<file path="config.mk">
export PLATFORM = sky130hd
export DESIGN_NAME = cart_window_mapper
export DESIGN_NICKNAME = d
export VERILOG_FILES = /design/src/rtl/cart_window_mapper.sv
export SDC_FILE = /design/constraint.sdc
export NUM_CORES = 1
export LEC_CHECK = 0
export ABC_AREA = 1
export BUFFER_PORTS_ARGS = -buffer_cell sky130_fd_sc_hd__buf_2
export CAP_MARGIN = 5
export CORE_ASPECT_RATIO = 1.5
export CORE_MARGIN = 2
export CORE_UTILIZATION = 53
export CTS_CLUSTER_SIZE = 30
export DETAILED_ROUTE_END_ITERATION = 12
export HOLD_SLACK_MARGIN = 0.12
export PLACE_DENSITY_LB_ADDON = 0.3
export SETUP_SLACK_MARGIN = 0.02
export SLEW_MARGIN = 20
export SYNTH_ARGS = -nofsm -noshare
export SYNTH_HDL_FRONTEND = slang
export SYNTH_SLANG_ARGS = --single-unit
</file>
<file path="constraint.sdc">
create_clock -name MCLK -period 2.4 [get_ports MCLK]
set_clock_uncertainty 0.05 [all_clocks]
set_input_delay 0 -clock MCLK [delete_from_list [all_inputs] [get_ports MCLK]]
set_output_delay 0 -clock MCLK [all_outputs]
set_load 0.02 [all_outputs]
</file>
<file path="src/rtl/cart_window_mapper.sv">
// Cartridge bus decoder: programmable windows steer each CPU access to ROM (through a
// one-word fetch buffer), BSRAM, a coprocessor chip select, or open bus.
module cart_win_match (
  input  logic [31:0] cfg,
  input  logic [7:0]  bank,
  input  logic [3:0]  page,
  input  logic        romsel_n,
  output logic        hit,
  output logic [1:0]  tgt,
  output logic [1:0]  chip,
  output logic [1:0]  a0_src
);
  assign hit    = cfg[28]
                & (((bank ^ cfg[7:0])   & cfg[15:8])  == 8'h00)
                & (((page ^ cfg[19:16]) & cfg[23:20]) == 4'h0)
                & (~cfg[31] | ~romsel_n);
  assign tgt    = cfg[25:24];
  assign chip   = cfg[27:26];
  assign a0_src = cfg[30:29];
endmodule

module cart_window_mapper #(
  parameter int NWIN  = 4,
  parameter int NCHIP = 4,
  parameter int IW    = $clog2(NWIN)
) (
  input  logic               MCLK,
  input  logic               RST_N,
  input  logic [23:0]        CA,
  input  logic [7:0]         DI,
  output logic [7:0]         DO,
  input  logic               CPURD_N,
  input  logic               CPUWR_N,
  input  logic               ROMSEL_N,
  input  logic               SYSCLKF_CE,
  input  logic               SYSCLKR_CE,
  input  logic               MAP_MODE,
  input  logic [23:0]        ROM_MASK,
  input  logic [19:0]        BSRAM_MASK,
  input  logic               CFG_WE,
  input  logic [IW-1:0]      CFG_IDX,
  input  logic [31:0]        CFG_DATA,
  output logic               ROM_REQ,
  output logic [23:0]        ROM_ADDR,
  input  logic               ROM_ACK,
  input  logic [15:0]        ROM_Q,
  output logic               ROM_PEND,
  output logic [19:0]        BSRAM_ADDR,
  output logic [7:0]         BSRAM_D,
  input  logic [7:0]         BSRAM_Q,
  output logic               BSRAM_CE_N,
  output logic               BSRAM_OE_N,
  output logic               BSRAM_WE_N,
  output logic [NCHIP-1:0]   CHIP_CS,
  output logic               CHIP_A0,
  input  logic [8*NCHIP-1:0] CHIP_DO,
  output logic               MAP_ACTIVE
);
  localparam logic [1:0] T_ROM = 2'd0, T_BSRAM = 2'd1, T_CHIP = 2'd2, T_NONE = 2'd3;
  localparam logic [0:0] S_IDLE = 1'b0, S_FETCH = 1'b1;

  logic [NWIN-1:0][31:0] win_q;
  logic [NWIN-1:0]       win_hit;
  logic [NWIN-1:0][1:0]  win_tgt, win_chip, win_a0;

  genvar w;
  generate
    for (w = 0; w < NWIN; w++) begin : g_win
      always_ff @(posedge MCLK) begin
        if (!RST_N)                               win_q[w] <= '0;
        else if (CFG_WE && CFG_IDX == IW'(w))     win_q[w] <= CFG_DATA;
      end
      cart_win_match u_match (
        .cfg(win_q[w]), .bank(CA[23:16]), .page(CA[15:12]), .romsel_n(ROMSEL_N),
        .hit(win_hit[w]), .tgt(win_tgt[w]), .chip(win_chip[w]), .a0_src(win_a0[w])
      );
    end
  endgenerate

  // Walk from the top so the lowest-index hitting window is the last writer.
  logic [1:0] tgt, chip_id, a0_src;
  always_comb begin
    tgt     = ROMSEL_N ? T_NONE : T_ROM;
    chip_id = '0;
    a0_src  = '0;
    for (int i = NWIN-1; i >= 0; i--) begin
      if (win_hit[i]) begin
        tgt     = win_tgt[i];
        chip_id = win_chip[i];
        a0_src  = win_a0[i];
      end
    end
  end

  always_comb begin
    MAP_ACTIVE = 1'b0;
    for (int i = 0; i < NWIN; i++) MAP_ACTIVE = MAP_ACTIVE | win_q[i][28];
  end

  logic [23:0] xlat, rom_a;
  assign xlat  = MAP_MODE ? {2'b00, CA[21:0]} : {1'b0, CA[23:16], CA[14:0]};
  assign rom_a = xlat & ROM_MASK;

  logic [0:0]  state;
  logic        rom_req, buf_vld;
  logic [23:0] rom_addr;
  logic [22:0] buf_tag;
  logic [15:0] buf_dat;
  logic [7:0]  openbus;
  logic        rom_rd, buf_hit;

  assign buf_hit = buf_vld && (buf_tag == rom_a[23:1]);
  assign rom_rd  = SYSCLKF_CE && (tgt == T_ROM) && !CPURD_N;

  // The tag is taken at request time and valid is cleared until the word lands,
  // so an aborted or in-flight fetch can never look like a hit.
  always_ff @(posedge MCLK) begin
    if (!RST_N) begin
      state    <= S_IDLE;
      rom_req  <= 1'b0;
      rom_addr <= '0;
      buf_vld  <= 1'b0;
      buf_tag  <= '0;
      buf_dat  <= '0;
      openbus  <= 8'hFF;
    end else begin
      if (SYSCLKR_CE) openbus <= DI;
      case (state)
        S_IDLE: if (rom_rd && !buf_hit) begin
          state    <= S_FETCH;
          rom_req  <= 1'b1;
          rom_addr <= {rom_a[23:1], 1'b0};
          buf_tag  <= rom_a[23:1];
          buf_vld  <= 1'b0;
        end
        default: if (ROM_ACK) begin
          state   <= S_IDLE;
          rom_req <= 1'b0;
          buf_dat <= ROM_Q;
          buf_vld <= 1'b1;
        end
      endcase
      if (CFG_WE) buf_vld <= 1'b0;
    end
  end

  assign ROM_REQ  = rom_req;
  assign ROM_ADDR = rom_addr;
  assign ROM_PEND = (state == S_FETCH);

  logic is_bs;
  assign is_bs      = (tgt == T_BSRAM);
  assign BSRAM_ADDR = xlat[19:0] & BSRAM_MASK;
  assign BSRAM_D    = DI;
  assign BSRAM_CE_N = ~is_bs;
  assign BSRAM_OE_N = is_bs ? CPURD_N : 1'b1;
  assign BSRAM_WE_N = is_bs ? CPUWR_N : 1'b1;

  // Chip ids beyond NCHIP select nothing and read back as open bus.
  logic [7:0] chip_q;
  logic       a0_raw;
  always_comb begin
    CHIP_CS = '0;
    chip_q  = openbus;
    for (int c = 0; c < NCHIP; c++) begin
      if (tgt == T_CHIP && chip_id == 2'(c)) begin
        CHIP_CS[c] = 1'b1;
        chip_q     = CHIP_DO[c*8 +: 8];
      end
    end
    case (a0_src)
      2'd0:    a0_raw = CA[0];
      2'd1:    a0_raw = CA[12];
      2'd2:    a0_raw = CA[14];
      default: a0_raw = 1'b1;
    endcase
  end
  assign CHIP_A0 = (tgt == T_CHIP) & a0_raw;

  always_comb begin
    case (tgt)
      T_ROM:   DO = ROM_PEND ? openbus : (rom_a[0] ? buf_dat[15:8] : buf_dat[7:0]);
      T_CHIP:  DO = chip_q;
      T_BSRAM: DO = BSRAM_Q;
      default: DO = openbus;
    endcase
  end
endmodule

</file>
==> key figures, run 1 <==
Clocking
  • TritonCTS clock tree: yes
  • Clock Tree Root: clkbuf_16
  • Clock latency on the worst-skew pair: 440 ps
  • H-tree depth: 4
  • CTS Buf Count: 17
  • Sink Count: 177
  • Worst-path clk slew: 70 ps
  • Max Root-Sink Buffers: 2

Critical path
  • Critical path type: reg -> out
  • CP Launch Type: register
  • WP data required: 2350 ps
  • Register-to-Register Path Depth: 22
  • Critical path peak fanout: 6
  • Crit. End Element: output pin
  • Arrival time at the worst endpoint: 3280 ps
  • Worst reg2reg setup slack: -190 ps
  • RR Endpoint: buf_tag[19]
  • Worst R2R Start: win_q[115]

Yosys
  • Yosys warnings: 0
  • Asr flop ratio synth: 0
  • Synth cell count leaders: nand2_1 (245), nor2_1 (199), dfxtp_1 (177), o21ai_0 (173), a21oi_1 (135)
  • Synth Flop Type: dfxtp_1
  • Seq/Total Area, Yosys: 0.400
  • Area contributors post-synth: dfxtp_1 (40%), nand2_1 (10%), o21ai_0 (9.8%), nor2_1 (8.4%), a21oi_1 (7.6%)
  • Top cell type's share of synthesized area: 0.400
  • Post-synthesis cell type count: 44
  • Avg Synthesized Cell Area: 6.66 µm²
  • Most common cell in the netlist: nand2_1
  • Syn Inst Count: 1329
  • #FFs+latches synth: 177
  • Post-synth EDFFs: 0
  • Netlist Area Pre-Place: 0.00885 mm²
  • Synth area leader: dfxtp_1

Timing
  • Setup WS post-layout: -928 ps
  • Final setup viols: 40
  • RSZ-0062 raised after global routing: true
  • Final period util: 1.39
  • Final hold viol count: 0
  • Max_slew headroom: 0.545
  • Minimum clock period: 3330 ps
  • Worst-margin pin slew: 682 ps
  • Fmax achieved: 300 MHz
  • Slew Viols, Final: 0

Drt
  • Average wire per standard cell: 18.3 µm
  • Drt first-iter violations: 1359
  • Post-route DRC violation count: 0
  • Detail Route Antenna Nets: 0
  • Routed WL: 35.6 mm
  • DR vias/cell: 5.77
  • Drt pass-1 iters: 9
  • Total number of vias: 11.2k

Min path
  • HP Start: CA[23]
  • Worst Hold End: buf_tag[21]
  • Hold Path Class: in -> reg
  • Hold depth: 5

Pwr
  • Peak VDD IR: 510 µV
  • Final Power: 8.00 mW
  • Pwr/cell area: 615 mW/mm²
  • Leakage power: 6.03 nW

Floorplanning
  • Die ar.: 0.0178 mm²
  • I/O Pins: 247
  • Die Ht: 162 µm
  • Starting density of the core: 0.544
  • Die X: 110 µm
  • Core ar.: 0.0163 mm²
  • Site Rows: 57

Final layout
  • Final core occ: 0.799
  • Share of cells above drive strength 1: 0.268
  • Fill cells: 1053
  • P&R area growth vs syn: 46.8%
  • Final #Nets: 1894

Global routing
  • Antenna violations before repair: 2
  • Met3 Usage GRT: 0.124
  • GR Overflow Total: 0
  • GRT Max-Usage Layer: met2
  • Vias in the first global route: 10.3k
  • Wire length of the first global-routing pass: 51.1 mm
  • GRT Overall Usage: 0.373
  • Met1 usage: 0.365
  • GRT met2 Usage: 0.649
  • Largest net degree at the start of global routing: 64

Placement
  • Port Buffers: 243
  • DP Worst Slack: -289 ps
  • Post-DP HPWL: 21.4 mm
  • Global placer's final weighted congestion: 0.905

Job
  • Max-Cap Viols: 0

Status
  • Status: complete, but fails checks
  • Failing checks: negative setup slack
-- flip-flops by register name, indices dropped and copies added, names as in the netlist --
| name | cells |
|---|---|
| win_q | 128 |
| openbus | 8 |
| ROM_REQ | 1 |
| buf_dat | 16 |
| buf_vld | 1 |
| buf_tag | 22 |
| ROM_PEND | 1 |
-- cell type report --
| class | count | area, µm² | area share |
|---|---|---|---|
| Antenna cell | 2 | 5.00 | 0.000385 |
| Clock buffer | 18 | 439 | 0.0338 |
| Clock inverter | 14 | 133 | 0.0102 |
| Inverter | 137 | 529 | 0.0407 |
| Multi-Input combinational cell | 939 | 4740 | 0.365 |
| Sequential cell | 177 | 3550 | 0.274 |
| Tap cell | 206 | 258 | 0.0198 |
| Timing Repair Buffer | 446 | 3330 | 0.256 |
-- worst max-delay path by stage --
stage	startpoint	endpoint	slack, ps
6_report	win_q[115]	DO[5]	-930
5_1_grt	win_q[34]	DO[5]	-1160
4_1_cts	win_q[34]	DO[6]	-550
3_5_place_dp	win_q[115]	DO[5]	-290
3_3_place_gp	win_q[115]	DO[5]	-220
2_1_floorplan	win_q[34]	DO[7]	70
-- kinds of logic after synthesis --
logic type             share of synthesized area
AND/OR/NAND/NOR                            0.274
XOR/XNOR                                  0.0138
AO/OA/AOI/OAI                              0.206
other                                   0.000424
buffers and inverters                      0.101
flip-flops                                 0.400
multiplexers                             0.00452
-- where the power goes --
group	total, mW	switching, mW	leakage, nW	internal (mW)
registers	3.19	0.104	1.45	3.09
logic	2.06	1.18	4.29	0.877
clock network	2.75	1.33	0.284	1.41
-- routing by layer --
layer,vias up,wire length [µm]
li1,5115,-
met5,-,11
met2,794,17500
met4,2,2810
met1,5049,11800
met3,236,3480
-- metrics by stage --
stage	TNS [ps]	std cells	hold slack (ps)	cell area [µm²]
3_3_place_gp	-2240	1764	180	10500
2_1_floorplan	0	1330	29.3	8880
4_1_cts	-5970	1925	123	12600
5_1_grt	-17210	1938	134	13000
6_report	-11790	1939	112	13000
3_5_place_dp	-3850	1764	182	10500
-- worst max-delay path, cell delays in order, from the launching register on --
cell and delay, ps:
dfxtp_2 330, nand2_1 50, nand2_1 60, nor2_1 40
nor2_2 200, nand2_2 90, nor2_4 160, buf_4 140
nand3_1 80, nand3_1 90, nand2_1 70, nand2_2 80
nand2_4 80, buf_6 140, buf_4 150, o21ai_0 480
o21ai_0 270, a21oi_2 190, buf_4 150
-- cell usage in the layout (no fill, tap or decap), types with 7 or more instances in the layout --
master and instances:
nand2_1 233, buf_2 228, nor2_1 189, dfxtp_1 168, o21ai_0 155, inv_1 120
dlygate4sd3_1 118, a21oi_1 117, nand3_1 85, buf_4 68, clkbuf_16 21, buf_6 20
a21oi_2 18, xor2_1 13, inv_2 12, o21ai_1 12, o211ai_1 12, o21ai_2 11
nand2_2 9, nor2_4 9, dfxtp_2 9, nor2_2 7, nand4_1 7
-- what timing repair did --
action | in CTS | in global routing
resized for setup | 62 | 80
endpoints found under the setup margin | 39 | 40
cloned | 2 | 7
hold buffers | 118 | 0
pin swaps | 7 | 16
hold endpoints to repair | 176 | 0
buffers inserted | 9 | 5
Power figures use the tool's default switching activity.
==> run 2, diff against run 1 <==
- PLACE_DENSITY: default -> 0.81
- PLACE_DENSITY_LB_ADDON: 0.3 -> default
==> run 2 against run 1 <==
  * The run still ends with negative setup slack left
  * Routed wire length decreased by 1.6%
  * Global-route usage is 0.53 points lower
  * Worst setup slack worse by 62 ps
  * Combinational power is 3% lower
  * Clock-buffer cell count is 1 lower
  * Critical path type unchanged
  * Critical endpoint is now DO[6]
  * Largest cell class unchanged
  * Highest routed layer is now met4
==> key figures, run 2 (synthesized netlist as in run 1, its figures left out) <==
Timing
  • Setup WS post-layout: -991 ps (-62.5 ps)
  • Minimum clock period: 3390 ps (+62.5 ps)
  • Worst-margin pin slew: 934 ps (+252 ps)
  • Final setup viols: 16 (-60%)
  • Slew Viols, Final: 0 (unchanged)
  • Final hold viol count: 0 (unchanged)
  • Fmax achieved: 295 MHz (-1.8%)
  • Final period util: 1.41 (+0.0260)
  • RSZ-0062 raised after global routing: true
  • Hold Slack: 164 ps (+51.8 ps)
  • Max_slew headroom: 0.371 (-0.174)

Clocking
  • CTS Buf Count: 17 (unchanged)
  • Max Root-Sink Buffers: 2 (unchanged)
  • Clock latency on the worst-skew pair: 440 ps (about the same)
  • Sink Count: 177 (unchanged)
  • TritonCTS clock tree: yes
  • H-tree depth: 4 (unchanged)
  • Worst-path clk slew: 70 ps (about the same)
  • Clock Tree Root: clkbuf_16

Floorplanning
  • Die Ht: 162 µm (unchanged)
  • Starting density of the core: 0.544 (unchanged)
  • Site Rows: 57 (unchanged)
  • Die X: 110 µm (unchanged)
  • I/O Pins: 247 (unchanged)
  • Core ar.: 0.0163 mm² (unchanged)
  • Die ar.: 0.0178 mm² (unchanged)

Critical path
  • Crit. End Element: output pin
  • Cell count along the critical path: 17 (-1)
  • CP top delay family: simple AND/OR/NAND/NOR gates
  • Crit path buf inv count: 4 (unchanged)
  • CP max stage delay: 730 ps (+250 ps)
  • Cell Chain, Critical Path: nor2_1 -> nor2_1 -> nor2_1 -> nand2_1 -> nor2_4 -> nand2_4 -> nand3_2 -> nand2_1 -> nand2_2 -> nand2_4 -> buf_6 -> buf_6 -> nor2_4 -> inv_4 -> o21ai_0 -> a21oi_2 -> buf_4
  • Worst reg2reg setup slack: 130 ps (+320 ps)
  • Setup crit end: DO[6]
  • Worst R2R Start: win_q[39]
  • WP data required: 2350 ps (about the same)
  • Register-to-Register Path Depth: 15 (-32%)
  • Critical path peak fanout: 9 (+3)
  • CP Launch Type: register
  • Critical path type: reg -> out
  • Worst Setup SP: win_q[70]
  • RR Endpoint: buf_vld
  • CP dominant cell by count: nor2_1
  • Arrival time at the worst endpoint: 3340 ps (+60 ps)
  • Slowest stage cell, crit path: o21ai_0

Min path
  • Hold Path Class: in -> reg
  • HP Start: CA[15]

Placement
  • Post-DP HPWL: 20.6 mm (-3.5%)
  • Global placer's final weighted congestion: 0.888 (-1.9%)
  • DP Area: 0.0104 mm² (-1.2%)
  • Port Buffers: 243 (unchanged)

Final layout
  • Area of the multi-input gates: 0.00475 mm² (+0.18%)
  • Biggest regs: win_q x128, buf_tag x22, buf_dat x16
  • Final core occ: 0.783 (-0.0164)
  • Design area: 0.0127 mm² (-2.1%)
  • P&R area growth vs syn: 43.8%
  • Share of cells above drive strength 1: 0.266 (-0.00248)
  • Most common cell after layout, fill and taps aside: buf_2
  • Most frequent cells in the layout: buf_2 (227), nand2_1 (221), nor2_1 (190)
  • Max FFs per register: 128 (unchanged)
  • Register area: 0.00356 mm² (about the same)
  • Fill cells: 1106 (+5.0%)
  • Largest Register: win_q
  • Final #Nets: 1865 (-1.5%)

Pwr
  • Power Internal: 5.47 mW (+1.7%)
  • Clk pwr share: 0.355 (+0.011)
  • Leakage power: 5.88 nW (-2.5%)
  • Combinational share of power: 0.248 (-0.009)
  • Pwr/cell area: 632 mW/mm² (+2.7%)
  • Sw Share: 0.320 (-0.00768)
  • Net Sw Power: 2.57 mW (-1.8%)
  • Peak VDD IR: 582 µV (+14%)
  • Flop pwr share: 0.397 (-0.002)

Drt
  • Total number of vias: 10.9k (-2.3%)
  • Average wire per standard cell: 18.3 µm (about the same)
  • Routed WL: 35.0 mm (-1.6%)
  • Drt first-iter violations: 1136 (-16%)
  • Detail Route Antenna Nets: 0 (unchanged)
  • Drt pass-1 iters: 8 (-1)
  • DR vias/cell: 5.73 (-0.77%)
  • Post-route DRC violation count: 0 (unchanged)

Global routing
  • Largest net degree at the start of global routing: 151 (+140%)
  • Vias in the first global route: 10.4k (+0.87%)
  • GRT Overall Usage: 0.368 (-0.00532)
  • Wire length of the first global-routing pass: 50.4 mm (-1.2%)
  • Antenna violations before repair: 1 (-1)
  • GR Overflow Total: 0 (unchanged)

Status
  • Status: complete, but fails checks
  • Failing checks: negative setup slack

Job
  • Max-Cap Viols: 0 (unchanged)
[run 2: area by class of cell]
cell class,count,share of cell area
Antenna cell,1,0.000197
Clock buffer,17,0.0334
Clock inverter,15,0.0138
Inverter,137,0.0406
Multi-Input combinational cell,938,0.373
Sequential cell,177,0.279
Tap cell,206,0.0202
Timing Repair Buffer,418,0.239
[run 2: per-stage QoR]
stage / instances / TNS [ps] / setup WS [ps] / total power, mW
floorplan: 1330 / 0 / 67.5 / 4.14
global placement: 1744 / -586 / -86.9 / 4.69
detailed placement: 1744 / -840 / -121 / 4.72
CTS: 1899 / -4920 / -487 / 7.76
global route: 1909 / -8520 / -950 / 8.31
finish: 1909 / -6600 / -991 / 8.04
[run 2: how the worst min path moves through the flow]
stage	to	slack [ps]	depth (start not counted)
3_3_place_gp	openbus[7]	170	3
6_report	buf_tag[14]	160	5
3_5_place_dp	openbus[1]	180	3
2_1_floorplan	buf_vld	30	1
5_1_grt	buf_tag[14]	230	5
4_1_cts	buf_tag[14]	130	5
[run 2: power by group through the flow]
stage	Clock, mW	Combinational (mW)	Sequential [mW]
floorplan	0	0.888	3.25
global placement	0	1.45	3.24
detailed placement	0	1.48	3.24
CTS	2.85	1.73	3.18
global route	2.98	2.12	3.21
finish	2.86	1.99	3.19
[run 2: worst register-to-register path, cell delays in order (launching register included)]
cell	delay, ps
dfxtp_2	330
or2_0	230
nand3_1	140
nand4_4	130
nor2_4	170
nand2_4	90
o21ai_2	120
inv_2	60
nand2_1	80
nand2_2	100
nor2_4	140
nand2_2	90
buf_4	140
buf_4	130
a21oi_2	110
nor3_1	60
[run 2: routing by layer]
layer	global-route usage	share of wire	vias to the layer above
li1	-	-	5047
met1	0.372	0.32	4920
met4	0.265	0.082	0
met5	0.0208	0	-
met2	0.635	0.49	733
met3	0.0991	0.10	238
[run 2: repair_timing]
action                                  in CTS  in global routing
gates cloned                                 1                  1
resized for setup                           59                 92
endpoints found under the setup margin      36                 40
pin swaps                                   19                 31
hold endpoints to repair                   177                  0
hold buffers                               117                  0
buffers inserted                             5                  9
